## src/rtl/led_event_pkg.sv

```systemverilog
// Shared state encoding and counter sizing for the LED event driver.
package led_event_pkg;

    typedef enum logic [1:0] {
        IDLE  = 2'd0,
        FLASH = 2'd1,
        GAP   = 2'd2
    } led_state_t;

    // Counter must hold the larger of the flash and gap reload values.
    function automatic int cnt_width(input int flash_ticks, input int gap_ticks);
        int max_ticks;
        max_ticks = (flash_ticks > gap_ticks) ? flash_ticks : gap_ticks;
        return $clog2(max_ticks + 1);
    endfunction

endpackage

```

## src/rtl/led_event_chan.sv

```systemverilog
// One LED channel: IDLE/FLASH/GAP machine timed by the shared tick; LED_EVT_QUEUE_EN adds a pend flag.
// Latency: state_nxt is combinational so the top can register LED/BUSY on the sampling edge.
// Backpressure: none; events during GAP are queued (pend) or dropped.
module led_event_chan
    import led_event_pkg::*;
#(
    parameter int FLASH_TICKS = 100,
    parameter int GAP_TICKS   = 50,
    parameter int CW          = cnt_width(FLASH_TICKS, GAP_TICKS)
) (
    input  logic       CLOCK,
    input  logic       RESET_N,
    input  logic       tick,
    input  logic       ev,
    output led_state_t state_nxt
);

    localparam logic [CW-1:0] FLASH_CNT = CW'(FLASH_TICKS);
    localparam logic [CW-1:0] GAP_CNT   = CW'(GAP_TICKS);
    localparam logic [CW-1:0] CNT_ONE   = CW'(1);

    led_state_t    state;
    logic [CW-1:0] cnt;
    logic [CW-1:0] cnt_nxt;
    logic          last_tick;
    logic          gap_restart;

`ifdef LED_EVT_QUEUE_EN
    logic pend;
    logic pend_nxt;
    assign gap_restart = ev | pend;
`else
    assign gap_restart = ev;
`endif

    // Terminal tick: cnt would reach zero; also guards against underflow.
    assign last_tick = tick && (cnt <= CNT_ONE);

    always_comb begin
        state_nxt = state;
        cnt_nxt   = cnt;
`ifdef LED_EVT_QUEUE_EN
        pend_nxt  = pend;
`endif
        case (state)
            IDLE: begin
                if (ev) begin
                    state_nxt = FLASH;
                    cnt_nxt   = FLASH_CNT;
                end
            end
            FLASH: begin
                if (ev) begin
                    cnt_nxt = FLASH_CNT;
                end else if (last_tick) begin
                    if (GAP_TICKS == 0) state_nxt = IDLE;
                    else                state_nxt = GAP;
                    cnt_nxt = GAP_CNT;
                end else if (tick) begin
                    cnt_nxt = cnt - 1'b1;
                end
            end
            GAP: begin
                if (last_tick) begin
                    if (gap_restart) begin
                        state_nxt = FLASH;
                        cnt_nxt   = FLASH_CNT;
                    end else begin
                        state_nxt = IDLE;
                        cnt_nxt   = '0;
                    end
`ifdef LED_EVT_QUEUE_EN
                    pend_nxt = 1'b0;
`endif
                end else begin
                    if (tick) cnt_nxt = cnt - 1'b1;
`ifdef LED_EVT_QUEUE_EN
                    if (ev) pend_nxt = 1'b1;
`endif
                end
            end
            default: begin
                state_nxt = IDLE;
                cnt_nxt   = '0;
            end
        endcase
    end

    always_ff @(posedge CLOCK or negedge RESET_N) begin
        if (!RESET_N) begin
            state <= IDLE;
            cnt   <= '0;
`ifdef LED_EVT_QUEUE_EN
            pend  <= 1'b0;
`endif
        end else begin
            state <= state_nxt;
            cnt   <= cnt_nxt;
`ifdef LED_EVT_QUEUE_EN
            pend  <= pend_nxt;
`endif
        end
    end

endmodule

```

## src/rtl/led_event_driver.sv

```systemverilog
// Front-panel LED driver: shared tick prescaler plus N_CH flash channels (LED_EVT_QUEUE_EN queues gap events).
// Latency: EVENT/LEVEL sampled at an edge appear on LED/BUSY right after that edge.
// Backpressure: none; inputs are accepted every cycle.
module led_event_driver
    import led_event_pkg::*;
#(
    parameter int N_CH        = 4,
    parameter int TICK_DIV    = 50000,
    parameter int FLASH_TICKS = 100,
    parameter int GAP_TICKS   = 50
) (
    input  logic            CLOCK,
    input  logic            RESET_N,
    input  logic [N_CH-1:0] EVENT,
    input  logic [N_CH-1:0] LEVEL,
    output logic [N_CH-1:0] LED,
    output logic [N_CH-1:0] BUSY
);

    localparam int            PW         = $clog2(TICK_DIV);
    localparam int            CW         = cnt_width(FLASH_TICKS, GAP_TICKS);
    localparam logic [PW-1:0] PRESC_LAST = PW'(TICK_DIV - 1);

    logic [PW-1:0]   presc;
    logic            tick;
    logic [N_CH-1:0] flash_nxt;
    logic [N_CH-1:0] busy_nxt;

    assign tick = (presc == PRESC_LAST);

    always_ff @(posedge CLOCK or negedge RESET_N) begin
        if (!RESET_N)  presc <= '0;
        else if (tick) presc <= '0;
        else           presc <= presc + 1'b1;
    end

    for (genvar i = 0; i < N_CH; i++) begin : g_chan
        led_state_t st_nxt;

        led_event_chan #(
            .FLASH_TICKS (FLASH_TICKS),
            .GAP_TICKS   (GAP_TICKS),
            .CW          (CW)
        ) u_chan (
            .CLOCK     (CLOCK),
            .RESET_N   (RESET_N),
            .tick      (tick),
            .ev        (EVENT[i]),
            .state_nxt (st_nxt)
        );

        assign flash_nxt[i] = (st_nxt == FLASH);
        assign busy_nxt[i]  = (st_nxt != IDLE);
    end

    // Registering from next-state keeps LED/BUSY aligned with the sampling edge.
    always_ff @(posedge CLOCK or negedge RESET_N) begin
        if (!RESET_N) begin
            LED  <= '0;
            BUSY <= '0;
        end else begin
            LED  <= LEVEL ^ flash_nxt;
            BUSY <= busy_nxt;
        end
    end

endmodule

```

## config.mk

```make
export PLATFORM = sky130hd
export DESIGN_NAME = led_event_driver
export DESIGN_NICKNAME = d
export VERILOG_FILES = /design/src/rtl/led_event_pkg.sv /design/src/rtl/led_event_chan.sv /design/src/rtl/led_event_driver.sv
export SDC_FILE = /design/constraint.sdc
export NUM_CORES = 1
export LEC_CHECK = 0
export CAP_MARGIN = 20
export CORE_MARGIN = 2
export CORE_UTILIZATION = 45
export CTS_CLUSTER_SIZE = 8
export DETAILED_ROUTE_END_ITERATION = 16
export PLACE_DENSITY_LB_ADDON = 0.15
export SYNTH_ARGS = -nofsm -noshare
export SYNTH_HDL_FRONTEND = slang
export SYNTH_SLANG_ARGS = --single-unit
```

## constraint.sdc

```tcl
create_clock -name CLOCK -period 5.6 [get_ports CLOCK]
set_clock_uncertainty 0.05 [all_clocks]
set_input_delay 1.4 -clock CLOCK [delete_from_list [all_inputs] [get_ports CLOCK]]
set_output_delay 1.4 -clock CLOCK [all_outputs]
set_load 0.02 [all_outputs]
```

# Word level (Yosys, flattened, before mapping)
# Cells that the tools add are included.
# word_totals
reg_bits	60
in_bits	10
word_cells	103
# op_classes
n_addsub	5
n_lt_le_gt_ge	4
n_eq_ne	17
n_mux	53
bitwise	1
n_reduce_logical	12
# op_table
operator	n
2-to-1 mux 7 bit	24
one-hot mux 7 bit (3 select lines)	4
2-to-1 mux 2 bit	16
less-or-equal comparator 7 x 1 -> 1 bit, second input constant	4
subtractor 7 x 1 -> 7 bit, second input constant	4
one-hot mux 2 bit (3 select lines)	4
adder 16 x 1 -> 16 bit, second input constant	1
equality test 16 bit, second input constant	1
equality test 2 x 1 -> 1 bit, second input constant	8
2-to-1 mux 16 bit	1
equality test 2 bit, second input constant	4
zero test 2 bit	4
!= test 2 bit, second input constant	4
nonzero test 2 bit	4
logical AND 1 bit	4
2-to-1 mux 1 bit	4
XOR 4 bit	1

# Depth between registers and ports, before layout
# logic_depth
depth_word	7
mapped_depth	9
depth_no_buf	7

# By module
# A second synthesis with hierarchy kept.
# unflattened
cells_unflattened	403
area_unflattened_um2	3793.6
# modules_own_cells
mod	instances	cells_per_inst	area_each_um2	seq_area_each_um2
led_event_chan	4	78	685.7	225.2
led_event_driver	1	91	1051.0	600.6

# Worst setup path after synthesis
# Ideal clock, no wire load.
# synth_timing
path_kind	register -> register
start	register presc[5]
end	register g_chan[1].u_chan.cnt[5]
setup_ns	0.131
arrival_time_ns	2.491
required_ns	5.419
setup_slack_ns	2.928
path_stages_with_launch	9
synth_period_minus_slack_ns	2.672
cell_sequence	dfrtp_1 or4b_1 buf_2 or4_4 buf_6 or3_1 buf_2 o311ai_1 a21oi_1
# synth_between
elab_chain_len	5
# synth_rtl
element	line	rtl
from (decl)	led_event_driver.sv:24	logic [PW-1:0] presc;
from (signal assigned)	led_event_driver.sv:34	else presc <= presc + 1'b1;
equality test 16 bit *	led_event_driver.sv:29	assign tick = (presc == PRESC_LAST);
2-to-1 mux 7 bit or logical AND 1 bit (tied branches)	--	
2-to-1 mux 7 bit	led_event_chan.sv:55	end else if (last_tick) begin
2-to-1 mux 7 bit	led_event_chan.sv:53	if (ev) begin
one-hot mux 7 bit (3 select lines) *	led_event_chan.sv:45	case (state)
to (signal assigned)	led_event_chan.sv:98	cnt <= cnt_nxt;
to (decl)	led_event_chan.sv:23	logic [CW-1:0] cnt;
# Mark *: on every way between the ends. The rest lies on a longest branch, timed or not.
# A chain may end at the register's enable or synchronous reset.

# Worst setup path in the final report
# layout_timing
start	register presc[5]
end	register LED[2]
# layout_between
elab_chain_len	7
# layout_rtl
element	line	rtl
equality test 16 bit *	led_event_driver.sv:29	
logical AND 1 bit *	led_event_chan.sv:37	assign last_tick = tick && (cnt <= CNT_ONE);
2-to-1 mux 2 bit	led_event_chan.sv:55	
2-to-1 mux 2 bit	led_event_chan.sv:53	
one-hot mux 2 bit (3 select lines) *	led_event_chan.sv:45	
via g_chan[2].st_nxt[0]	led_event_driver.sv:38	led_state_t st_nxt;
equality test 2 x 1 -> 1 bit *	led_event_driver.sv:52	assign flash_nxt[i] = (st_nxt == FLASH);
XOR 4 bit *	led_event_driver.sv:62	LED <= LEVEL ^ flash_nxt;
to (signal assigned)	led_event_driver.sv:62	
to (decl)	led_event_driver.sv:16	output logic [N_CH-1:0] LED,
# Mark *: on every way through the listed nets, which the timed path passes. The rest lies on a longest branch.

==> impl_metrics.toml <==
[run_status]
status = "finished clean"

[logic_synthesis]
synth_cells = 437
synthSimpleGateAreaFrac_pct = 24.2
syn_nets = 456
muxShareOfSynthArea_pct = 2.94
yosys_warnings = 0
netlist_top_cells_count = "60 x dfrtp_1, 49 x nor2_1, 37 x nand2_1"
synth_seq_area_share_pct = 39.2
synth_top_family_by_area = "simple AND/OR/NAND/NOR gates"
syn_area_sq_um = 3830
synth.top_cell.area_share_pct = 39.2
synth_xor_area_share_pct = 3.89
synth_fa_ha_area_share_pct = 2.94
ys.flop_type = "dfrtp_1"
yosys.area.top_type = "dfrtp_1"
avgSynthCellArea_sq_um = 8.76
yosysMostFrequentCell = "dfrtp_1"
synth_edf_count = 0
synth_compound_area_share_pct = 21.9
synth_area_leaders = "dfrtp_1 39%, nor2_1 4.8%, o21ai_0 4.3%"
synth-seq-cells = 60
synth.distinct_cells = 62
synthArstFlopShare_pct = 100

[min_path]
holdCritPathClass = "reg -> reg"

[drt]
wl_per_cell_um = 15.5
drtIter0Drc = 197
dr.pass1.iters = 6
viasPerCell = 6.09
postRouteAntennaNets = 0
drc = 0
num_vias = 3372
wirelength_mm = 8.56

[die]
die_w_um = 96.2
die_area_sq_um = 9260
num_io_pins = 18
chipHeight_um = 96.2
start_util_pct = 46.6
core_area_sq_um = 8220
num_rows = 33

[placement]
hpwl_mm = 5.95
gp_routability_congestion = 0.850
numPortBuffers = 17
place_inst = 539

[cts]
cts_setup_buffers = 0
clk_latency_ns = 0.34
clk_pin_slew_ns = 0.06
cts_buffers = 9
cts_resized = 0
cts_root_buf = "clkbuf_8"
holdBufCountCts = 0
cts_tree = "yes"
cts.sinks = 60
cts_htree_levels = 3
clock_path_buffers = 2

[pwr]
intPower_w = 0.000702
ir_worst_vdd_mv = 0.140
power_density_nw_per_um2 = 214
combinationalPowerShare_pct = 5.0
power.total_w = 0.000907
swShare_pct = 22.6
switchingPower_w = 0.000205
p_seq_share_pct = 48.8
power.share.clock_pct = 46.3
p_leak_nw = 1.69

[run]
cap_violations = 0

[layout]
multi_input_area_sq_um = 2150
fin_nets = 464
finalNonFillerCells = 554
utilization_pct = 51.7
diodes = 0
syn_to_final_growth_pct = 10.8
n_fill_cell = 745
drive_gt1_share_pct = 8.46
register_area_sq_um = 1500

[worst_setup_path]
startpoint_type = "flop"
required_ns = 5.77
crit_fanout = 20
cp-end-kind = "flop"
crit_type = "reg -> reg"
cp.arrival_ns = 3.26

[global_route]
grt_pass1_vias = 3143
grt_pass1_wl_mm = 14.5
overflow = 0
antenna_found_initial = 0
grtUsageTotal_pct = 19.8
grt_max_degree = 39

[timing]
relSlewSlack_pct = 39.8
period_needed_ns = 3.09
holdWs_ns = 0.434
setup_viol = 0
finalCritPeriodShare_pct = 55.3
max_freq_ghz = 0.323
rsz0062_at_grt = "no"
finalHoldViolations = 0
tns_ns = 0
maxSlewViolCount = 0
worst_pin_slew_ns = 0.896
## metrics by stage
| step | cell area [sq um] | setup slack (ns) |
|---|---|---|
| detailed placement | 4040 | 2.41 |
| finish | 4240 | 2.51 |
| CTS | 4240 | 2.52 |
| floorplan | 3830 | 2.93 |
| global route | 4240 | 2.34 |
| global placement | 4040 | 2.49 |
## state kept, by name, summed over array words and instances (netlist names)
name / count
LED: 4
BUSY: 4
presc: 16
g_chan.u_chan.cnt: 28
g_chan.u_chan.state: 8
## kinds of logic after synthesis
family,Yosys count
buffers and inverters,43
muxes,11
AOI/OAI and AO/OA,120
DFF,60
xor gates and xnor gates,17
and+or+nand+nor,177
adders and majority gates,9
## layout by cell type (no fill, tap or decap), drive strengths merged, types with 3 or more instances in the layout
cell,instances
nor4,12
o21a,3
nor2,49
nor2b,8
or3,6
xor2,11
nand2b,3
buf,3
clkinv,3
a41oi,7
nand4,7
nor3,13
and3,3
nor3b,4
a31oi,12
or4,6
nand3,19
o221a,3
a32o,3
clkdlybuf4s50,16
dfrtp,60
a21oi,19
nand2,37
or2,3
inv,20
xnor2,6
ha,9
clkbuf,10
o41ai,4
o311ai,3
a2bb2oi,4
o21ai,36
mux2i,9
o31ai,4
## critical path, cell delays in order (launching register included)
cell,delay (ns)
dfrtp_1,0.42
or4b_1,0.67
nor4_4,0.86
buf_4,0.37
nand3_1,0.16
a32o_2,0.31
xor2_1,0.14
## layer usage
layer	share of wire (%)	global-route usage, %
met1	46	26.5
met2	48	31.5
met3	5.5	5.09
met4	0.99	5.95
met5	0	0
## worst paths after layout
path | start | to | slack, ns | cells past startpoint
setup / recovery | presc[5] | LED[2] | 2.51 | 6
hold / removal | presc[0] | presc[0] | 0.43 | 1
setup reg to reg | presc[5] | LED[2] | 2.51 | 6
hold reg to reg | presc[0] | presc[0] | 0.43 | 1
max in group asynchronous | RESET_N | g_chan[1].u_chan.cnt[1] | 3.61 | 2
min in group asynchronous | RESET_N | g_chan[0].u_chan.cnt[2] | 0.99 | 1
## layout make-up
type,instances,share of cell area [%]
multi-input cells,334,50.6
flip-flops and latches,60,35.4
repair buffers,19,4.25
well taps,105,3.10
clock buffers,10,3.01
inverters,21,1.86
clock inverters,5,1.83
## power by group through the flow
stage,combinational [W],clock [W],sequential (W)
floorplan,0.0000202,0,0.000451
global placement,0.0000454,0,0.000450
detailed placement,0.0000457,0,0.000450
CTS,0.0000460,0.000432,0.000442
global route,0.0000513,0.000447,0.000442
finish,0.0000451,0.000420,0.000442
Note: power is estimated with default switching activity, not from simulation.
